$ cat config.mk
export PLATFORM = sky130hd
export DESIGN_NAME = bram_rw_scheduler
export DESIGN_NICKNAME = d
export VERILOG_FILES = /design/src/rtl/bram_rw_scheduler.sv
export SDC_FILE = /design/constraint.sdc
export NUM_CORES = 1
export LEC_CHECK = 0
export ABC_AREA = 1
export CORE_MARGIN = 5
export CORE_UTILIZATION = 38
export CTS_BUF_LIST = sky130_fd_sc_hd__clkbuf_4 sky130_fd_sc_hd__clkbuf_8 sky130_fd_sc_hd__clkbuf_16
export CTS_CLUSTER_SIZE = 12
export DETAILED_ROUTE_END_ITERATION = 16
export PLACE_DENSITY = 0.81
export SLEW_MARGIN = 20
export SYNTH_ARGS = -nofsm -noshare
export SYNTH_HDL_FRONTEND = slang
export SYNTH_SLANG_ARGS = --single-unit
$ cat constraint.sdc
create_clock -name clk -period 4.3 [get_ports clk]
set_input_delay 0.86 -clock clk [delete_from_list [all_inputs] [get_ports clk]]
set_output_delay 0.86 -clock clk [all_outputs]
set_load 0.01 [all_outputs]
$ cat src/rtl/bram_rw_scheduler.sv
// Round-robin scheduler sharing one single-port BRAM between a burst-read and a burst-write channel.
// Define BRAM_RD_PIPE_EN when the BRAM output register is enabled (read latency 2 instead of 1).
module bram_rw_scheduler #(
    parameter int ADDR_WIDTH = 12,
    parameter int DATA_WIDTH = 32,
    parameter int CNT_WIDTH  = 13
) (
    input  logic                  clk,
    input  logic                  rst_n,
    input  logic                  rd_start_i,
    input  logic [ADDR_WIDTH-1:0] rd_base_i,
    input  logic [CNT_WIDTH-1:0]  rd_len_i,
    output logic [DATA_WIDTH-1:0] rd_data_o,
    output logic                  rd_valid_o,
    output logic                  rd_idle_o,
    output logic                  rd_run_o,
    output logic                  rd_done_o,
    input  logic                  wr_start_i,
    input  logic [ADDR_WIDTH-1:0] wr_base_i,
    input  logic [CNT_WIDTH-1:0]  wr_len_i,
    input  logic [DATA_WIDTH-1:0] wr_data_i,
    input  logic                  wr_valid_i,
    output logic                  wr_ready_o,
    output logic                  wr_idle_o,
    output logic                  wr_run_o,
    output logic                  wr_done_o,
    output logic [ADDR_WIDTH-1:0] bram_addr_o,
    output logic                  bram_ce_o,
    output logic                  bram_we_o,
    output logic [DATA_WIDTH-1:0] bram_d_o,
    input  logic [DATA_WIDTH-1:0] bram_q_i
);

`ifdef BRAM_RD_PIPE_EN
    localparam int RD_LAT = 2;
`else
    localparam int RD_LAT = 1;
`endif
    localparam logic [CNT_WIDTH-1:0] DRAIN_LAST = CNT_WIDTH'(RD_LAT - 1);
    localparam logic [CNT_WIDTH-1:0] CNT_ONE    = CNT_WIDTH'(1);

    typedef enum logic [2:0] {S_IDLE, S_RD, S_RD_DRAIN, S_WR, S_DONE} state_t;

    state_t                state, state_nxt;
    logic [CNT_WIDTH-1:0]  cnt;
    logic                  rd_pend, wr_pend;
    logic                  last_wr;
    logic [ADDR_WIDTH-1:0] rd_base_q, wr_base_q;
    logic [CNT_WIDTH-1:0]  rd_len_q, wr_len_q;
    logic                  grant_rd, grant_wr, cnt_clr, cnt_inc;
    logic                  rd_acc, wr_acc, rd_req, wr_req;
    logic [RD_LAT-1:0]     vld_pipe;

    // A start only counts when the channel is fully idle and the burst is non-empty.
    assign rd_acc = rd_start_i & (rd_len_i != '0) & rd_idle_o;
    assign wr_acc = wr_start_i & (wr_len_i != '0) & wr_idle_o;
    assign rd_req = rd_acc | rd_pend;
    assign wr_req = wr_acc | wr_pend;

    always_ff @(posedge clk or negedge rst_n) begin
        if (!rst_n) state <= S_IDLE;
        else        state <= state_nxt;
    end

    always_comb begin
        state_nxt   = state;
        grant_rd    = 1'b0;
        grant_wr    = 1'b0;
        cnt_clr     = 1'b0;
        cnt_inc     = 1'b0;
        wr_ready_o  = 1'b0;
        bram_ce_o   = 1'b0;
        bram_we_o   = 1'b0;
        bram_addr_o = '0;
        bram_d_o    = '0;
        case (state)
            S_IDLE: begin
                if (rd_req && (!wr_req || last_wr)) begin
                    grant_rd  = 1'b1;
                    cnt_clr   = 1'b1;
                    state_nxt = S_RD;
                end else if (wr_req) begin
                    grant_wr  = 1'b1;
                    cnt_clr   = 1'b1;
                    state_nxt = S_WR;
                end
            end
            S_RD: begin
                bram_ce_o   = 1'b1;
                bram_addr_o = rd_base_q + ADDR_WIDTH'(cnt);
                if (cnt == rd_len_q - CNT_ONE) begin
                    cnt_clr   = 1'b1;
                    state_nxt = S_RD_DRAIN;
                end else begin
                    cnt_inc = 1'b1;
                end
            end
            S_RD_DRAIN: begin
                // cnt is reused to time the drain of the read pipeline
                if (cnt == DRAIN_LAST) state_nxt = S_DONE;
                else                   cnt_inc   = 1'b1;
            end
            S_WR: begin
                wr_ready_o = 1'b1;
                if (wr_valid_i) begin
                    bram_ce_o   = 1'b1;
                    bram_we_o   = 1'b1;
                    bram_addr_o = wr_base_q + ADDR_WIDTH'(cnt);
                    bram_d_o    = wr_data_i;
                    if (cnt == wr_len_q - CNT_ONE) state_nxt = S_DONE;
                    else                           cnt_inc   = 1'b1;
                end
            end
            S_DONE:  state_nxt = S_IDLE;
            default: state_nxt = S_IDLE;
        endcase
    end

    always_ff @(posedge clk or negedge rst_n) begin
        if (!rst_n) begin
            rd_pend   <= 1'b0;
            wr_pend   <= 1'b0;
            last_wr   <= 1'b1;
            cnt       <= '0;
            rd_base_q <= '0;
            rd_len_q  <= '0;
            wr_base_q <= '0;
            wr_len_q  <= '0;
            vld_pipe  <= '0;
        end else begin
            if (rd_acc) begin
                rd_base_q <= rd_base_i;
                rd_len_q  <= rd_len_i;
            end
            if (wr_acc) begin
                wr_base_q <= wr_base_i;
                wr_len_q  <= wr_len_i;
            end
            if (grant_rd)    rd_pend <= 1'b0;
            else if (rd_acc) rd_pend <= 1'b1;
            if (grant_wr)    wr_pend <= 1'b0;
            else if (wr_acc) wr_pend <= 1'b1;
            if (grant_rd)      last_wr <= 1'b0;
            else if (grant_wr) last_wr <= 1'b1;
            if (cnt_clr)      cnt <= '0;
            else if (cnt_inc) cnt <= cnt + CNT_ONE;
            vld_pipe[0] <= bram_ce_o & ~bram_we_o;
            for (int i = 1; i < RD_LAT; i++) vld_pipe[i] <= vld_pipe[i-1];
        end
    end

    assign rd_valid_o = vld_pipe[RD_LAT-1];
    assign rd_data_o  = rd_valid_o ? bram_q_i : '0;

    // DONE always belongs to the most recent grant.
    assign rd_run_o  = rd_pend | (state == S_RD) | (state == S_RD_DRAIN);
    assign wr_run_o  = wr_pend | (state == S_WR);
    assign rd_done_o = (state == S_DONE) & ~last_wr;
    assign wr_done_o = (state == S_DONE) & last_wr;
    assign rd_idle_o = ~rd_run_o & ~rd_done_o;
    assign wr_idle_o = ~wr_run_o & ~wr_done_o;

endmodule

=== After elaboration in Yosys (flattened, before gate mapping) ===
Index checks and enable logic that the tools add are counted.

* Bits in registers: 70
* Latch bits: 0
* Memory bits (writable): 0
* Memory bits (read-only): 0
* Bits of input ports: 119
* Output and inout bits: 86
* Word-level logic and storage cells: 95
* Memories: 0

* Add/sub/neg operators: 5
* Multipliers: 0
* Divide/modulo/power cells: 0
* $lt $le $gt $ge: 0
* Equality and inequality tests: 11
* Shift-type cells: 0
* Mux-type cells: 37
* Bitwise logic cells: 20
* Reductions and logical operators: 12

{| class="wikitable"
|+ Operators by type and width
! cell !! number
|-
| 32-bit two-way mux || 3
|-
| 13-bit equality test || 2
|-
| 13-bit two-way mux || 2
|-
| 13-bit nonzero test || 2
|-
| 13-bit by 1-bit subtractor with 13-bit output, second input constant || 2
|-
| 12-bit adder || 2
|-
| 12-bit case mux with 2 select lines || 1
|-
| 1-bit two-way mux || 20
|-
| 3-bit two-way mux || 6
|-
| 13-bit by 1-bit adder with 13-bit output, second input constant || 1
|-
| 13-bit logical NOT || 1
|-
| 12-bit two-way mux || 1
|-
| 3-bit case mux with 4 select lines || 1
|-
| 1-bit bitwise AND || 9
|-
| 2-bit inequality test, second input constant || 4
|-
| 2-bit nonzero test || 4
|-
| 3-bit by 2-bit equality test with 1-bit output, second input constant || 2
|-
| 1-bit inverter || 6
|-
| 1-bit OR || 5
|-
| 5-bit AND reduction || 1
|-
| 1-bit case mux with 2 select lines || 2
|-
| 3-bit by 1-bit equality test with 1-bit output, second input constant || 1
|-
| 3-bit equality test, second input constant || 1
|-
| 3-bit logical NOT || 1
|-
| other kinds (5) || 5
|}

=== Depth between registers and ports, before layout ===
* Word-level depth: 13
* Mapped depth: 18
* Mapped depth without buffers: 17

=== Worst setup path after synthesis ===
OpenSTA, ideal clock, no wires.

* Path kind: register to output
* From: register cnt[0]
* To: output bram_addr_o[8]
* Arrival time: 2.075 ns
* Data required time: 3.440 ns
* Setup slack: 1.365 ns
* Cell stages (with the launch flop): 12
* Path buffers: 0
* Cells stage by stage: dfrtp_1 -> ha_1 -> fa_1 -> nand3_1 -> nand2_1 -> nand2_1 -> nand2_1 -> a21oi_1 -> nor2_1 -> o22ai_1 -> o21ai_0 -> o21ai_0

* Word-level cells in the longest chain between the ends: 3
* Elaborated cells on any way between the ends: 4
* Those cells by class: add/sub: 2; mux: 2

{| class="wikitable"
|+ RTL lines
! what !! line !! RTL
|-
| from (decl) || 45 || <nowiki>logic [CNT_WIDTH-1:0] cnt;</nowiki>
|-
| from (signal assigned) || 146 || <nowiki>else if (cnt_inc) cnt <= cnt + CNT_ONE;</nowiki>
|-
| 12-bit adder || 108 || <nowiki>bram_addr_o = wr_base_q + ADDR_WIDTH'(cnt);</nowiki>
|-
| 12-bit two-way mux || 105 || <nowiki>if (wr_valid_i) begin</nowiki>
|-
| 12-bit case mux with 2 select lines * || 76 || <nowiki>case (state)</nowiki>
|-
| to (decl) || 27 || <nowiki>output logic [ADDR_WIDTH-1:0] bram_addr_o,</nowiki>
|}

Mark *: on every way between the ends. The rest lies on a longest branch, timed or not.

=== Final worst setup path ===
Same ends and word-level chain as after synthesis.

==> results.md <==
* Switching Fraction at 0.449
* Row count at 46
* Die height at 137 um
* Asr flop ratio synth at 1.00
* DRT Wirelength at 19200 um
* Tot Pwr at 5160 uW
* CTS tree: built
* FF-to-FF path depth at 12
* DR iter-0 viols at 420
* CTS Sinks at 70
* Clk_lat worst skew at 340 ps
* Num CTS Buffers at 9
* Leak at 0.00435 uW
* Final core occ at 0.548
* Net Count, Synth at 1072
* Antenna violations before repair at 0
* Fmax at 0.250 GHz
* Fillers at 1470
* Worst-path cell chain: ha_1, fa_1, nand3_1, nand2_1, nand2_1, nand2_1, a21oi_1, nor2_1, o22ai_1, o21ai_0, o21ai_0, clkdlybuf4s50_1
* Crit path DAT at 3150 ps
* DRT Pass-1 Iters at 6
* Most common cell on crit path: nand2_1
* Post_cts resized at 0
* R2R Path End: cnt[12]$_DFFE_PN0P_
* Sw Pwr at 2320 uW
* First-pass GRT wire length at 29400 um
* Detailed placer's ending HPWL at 15100 um
* Met3 Wirelength at 1700 um
* Status: finished, final reports clean
* Starting Density at 0.386
* Crit Path Max Fanout at 7
* Clock Skew at 6.08 ps
* Die area at 18700 sq um
* Ports at 205
* P_int at 2840 uW
* H-Tree Depth at 3
* Vias per inst at 4.81
* Pwr dens at 596 nW/um^2
* Buf/Inv on CP at 1
* Routability Congestion at 0.918
* Hold buffers post-CTS at 0
* Final setup fails at 0
* GRT Util Overall at 0.198
* Clk pin slew, worst setup/hold paths at 60 ps
* Largest stage delay, worst path at 580 ps
* Ys flop type: dfrtp_1
* Minimum clock period at 4010 ps
* Post-synth cell types at 46
* Peak supply drop at 0.362 mV
* DRC violations left at 0
* Synth warn at 0
* Ratio of cells with drive above 1 in the final layout at 0.0857
* Sequential share of the synthesized area at 0.287
* Core area at 15800 sq um
* Critical Path RT at 3440 ps
* # nets final at 1263
* Post-Syn Instances at 925
* Least-Margin Pin Slew at 912 ps
* RSZ-0062 raised after global routing: no
* Worst hold path type: in -> async
* CP endpoint kind: primary output
* Routed length per placed instance at 14.4 um
* Synthesis-to-layout area growth at 41.7%
* Metal2 WL at 9320 um
* Largest net degree at the start of global routing at 49
* N_diodes at 0
* CP Class: reg -> out
* Crit-path slowest cell: clkdlybuf4s50_1
* Final hold viol count at 0
* Seq pwr share at 0.248
* GRT overflow at 0
* Comb pwr share at 0.576
* Top cell family by delay on the critical path: adder cells
* Fin crit share at 0.931
* Post-Synthesis Cell Area at 6120 sq um
* Max-cap violations at 0
* Routed vias at 6432
* Die X-Extent at 137 um
* Syn avg cell area at 6.61 sq um
* Top Metal Used: met4
* Flops & latches, synth at 70
* Startpoint types: flip-flop
* Root Driver: clkbuf_16
* TNS Setup at 0 ps
* Vias in the first global route at 5920
* Port bufs at 204
* Max_slew headroom at 0.392
* Clock buffer depth at 2
* Setup bufs post-CTS at 0
* Final Max Tran Viols at 0
* ANT nets after route at 0
* Post-synth EDFFs at 0
* Wl on met1 at 7750 um
* Clock power frac at 0.176
* R2r startpoint: state[1]$_DFFE_PN0P_
* Reg2Reg Setup Slack at 1740 ps
## cell type report
cell class | count | area [sq um] | area share
Clock buffer | 9 | 225 | 0.0260
Clock inverter | 6 | 135 | 0.0156
Inverter | 147 | 552 | 0.0637
Multi-Input combinational cell | 678 | 3650 | 0.421
Sequential cell | 70 | 1750 | 0.202
Tap cell | 216 | 270 | 0.0312
Timing Repair Buffer | 210 | 2080 | 0.240
## synth_stat cells, types with 2 or more instances
master	number	area [sq um]
o21ai_0	46	230
nand3_1	67	335
clkbuf_1	13	48.8
a31oi_1	2	12.5
nor3_1	8	40.0
nand4_1	9	56.3
buf_2	9	45.0
nand2_1	273	1020
xnor2_1	8	70.1
ha_1	26	325
buf_4	3	22.5
or2_2	3	18.8
o2111ai_1	3	26.3
inv_2	5	18.8
nor4_1	4	25.0
a21oi_1	27	135
and2_1	3	18.8
nor2_4	3	33.8
nor2_1	91	342
dfrtp_1	69	1730
nand2_4	2	22.5
nand3b_1	3	22.5
nor2_2	12	75.1
nand3_2	14	140
o22ai_1	5	31.3
xor2_1	23	201
inv_1	141	529
fa_1	2	40.0
nand2_2	7	43.8
a22o_1	2	17.5
mux2_2	24	270
buf_6	2	22.5
o21ai_1	3	15.0
## state kept, by name (all words and copies together) (netlist names)
signal,flops
rd_pend,1
last_wr,1
cnt,13
wr_pend,1
rd_base_q,12
wr_len_q,13
wr_base_q,12
rd_valid_o,1
rd_len_q,13
state,3
## power by group through the flow
stage	Combinational [uW]	Sequential (uW)	Clock (uW)
floorplan	2060	1150	0
CTS	2980	1280	922
global placement	2890	1270	0
finish	2970	1280	909
detailed placement	2950	1280	0
global route	3330	1320	949
## placed cells by master, fill, tap and decap left out, types with 4 or more instances in the layout
cell / count
nor4_1: 4
xnor2_1: 8
dfrtp_1: 69
o22ai_1: 5
xor2_1: 23
nand3_1: 67
nand2_2: 7
nand2_1: 273
inv_1: 141
ha_1: 26
bufinv_16: 4
inv_2: 5
nand3_2: 14
nor2_2: 12
nor2_1: 91
o21ai_0: 46
clkbuf_16: 9
nand4_1: 9
mux2_2: 24
a21oi_1: 27
clkdlybuf4s50_1: 203
nor3_1: 8
buf_4: 6
## worst max path at each step
| stage | cells after the start | start | to |
|---|---|---|---|
| after CTS | 12 | cnt[0]$_DFFE_PN0P_ | bram_addr_o[8] |
| after global placement | 12 | cnt[0]$_DFFE_PN0P_ | bram_addr_o[8] |
| final | 12 | cnt[0]$_DFFE_PN0P_ | bram_addr_o[8] |
| after detailed placement | 12 | cnt[0]$_DFFE_PN0P_ | bram_addr_o[8] |
| after floorplan | 11 | cnt[0]$_DFFE_PN0P_ | bram_addr_o[8] |
| after global routing | 12 | cnt[0]$_DFFE_PN0P_ | bram_addr_o[8] |
## stage by stage
step / setup slack, ps / cell area [sq um] / hold slack, ps / std cells
CTS: 262 / 8670 / 493 / 1336
global placement: 722 / 8310 / 491 / 1321
floorplan: 1360 / 6120 / 472 / 925
finish: 295 / 8670 / 486 / 1336
global route: 63.1 / 8670 / 527 / 1336
detailed placement: 636 / 8310 / 498 / 1321
## logic make-up after synthesis
kind of cell	synth area share
multiplexers	0.0442
flip-flops	0.287
XOR/XNOR	0.0444
AND/OR/NAND/NOR	0.364
adder cells (fa/ha/maj)	0.0597
AO/OA/AOI/OAI	0.0845
buffers and inverters	0.117
## per-layer routing
metal | vias up | global-route usage
met2 | 267 | 0.347
met3 | 35 | 0.0478
met4 | 0 | 0.0549
li1 | 3293 | -
met1 | 2837 | 0.242
met5 | - | 0
No activity file was read; power rests on OpenSTA's default activity.
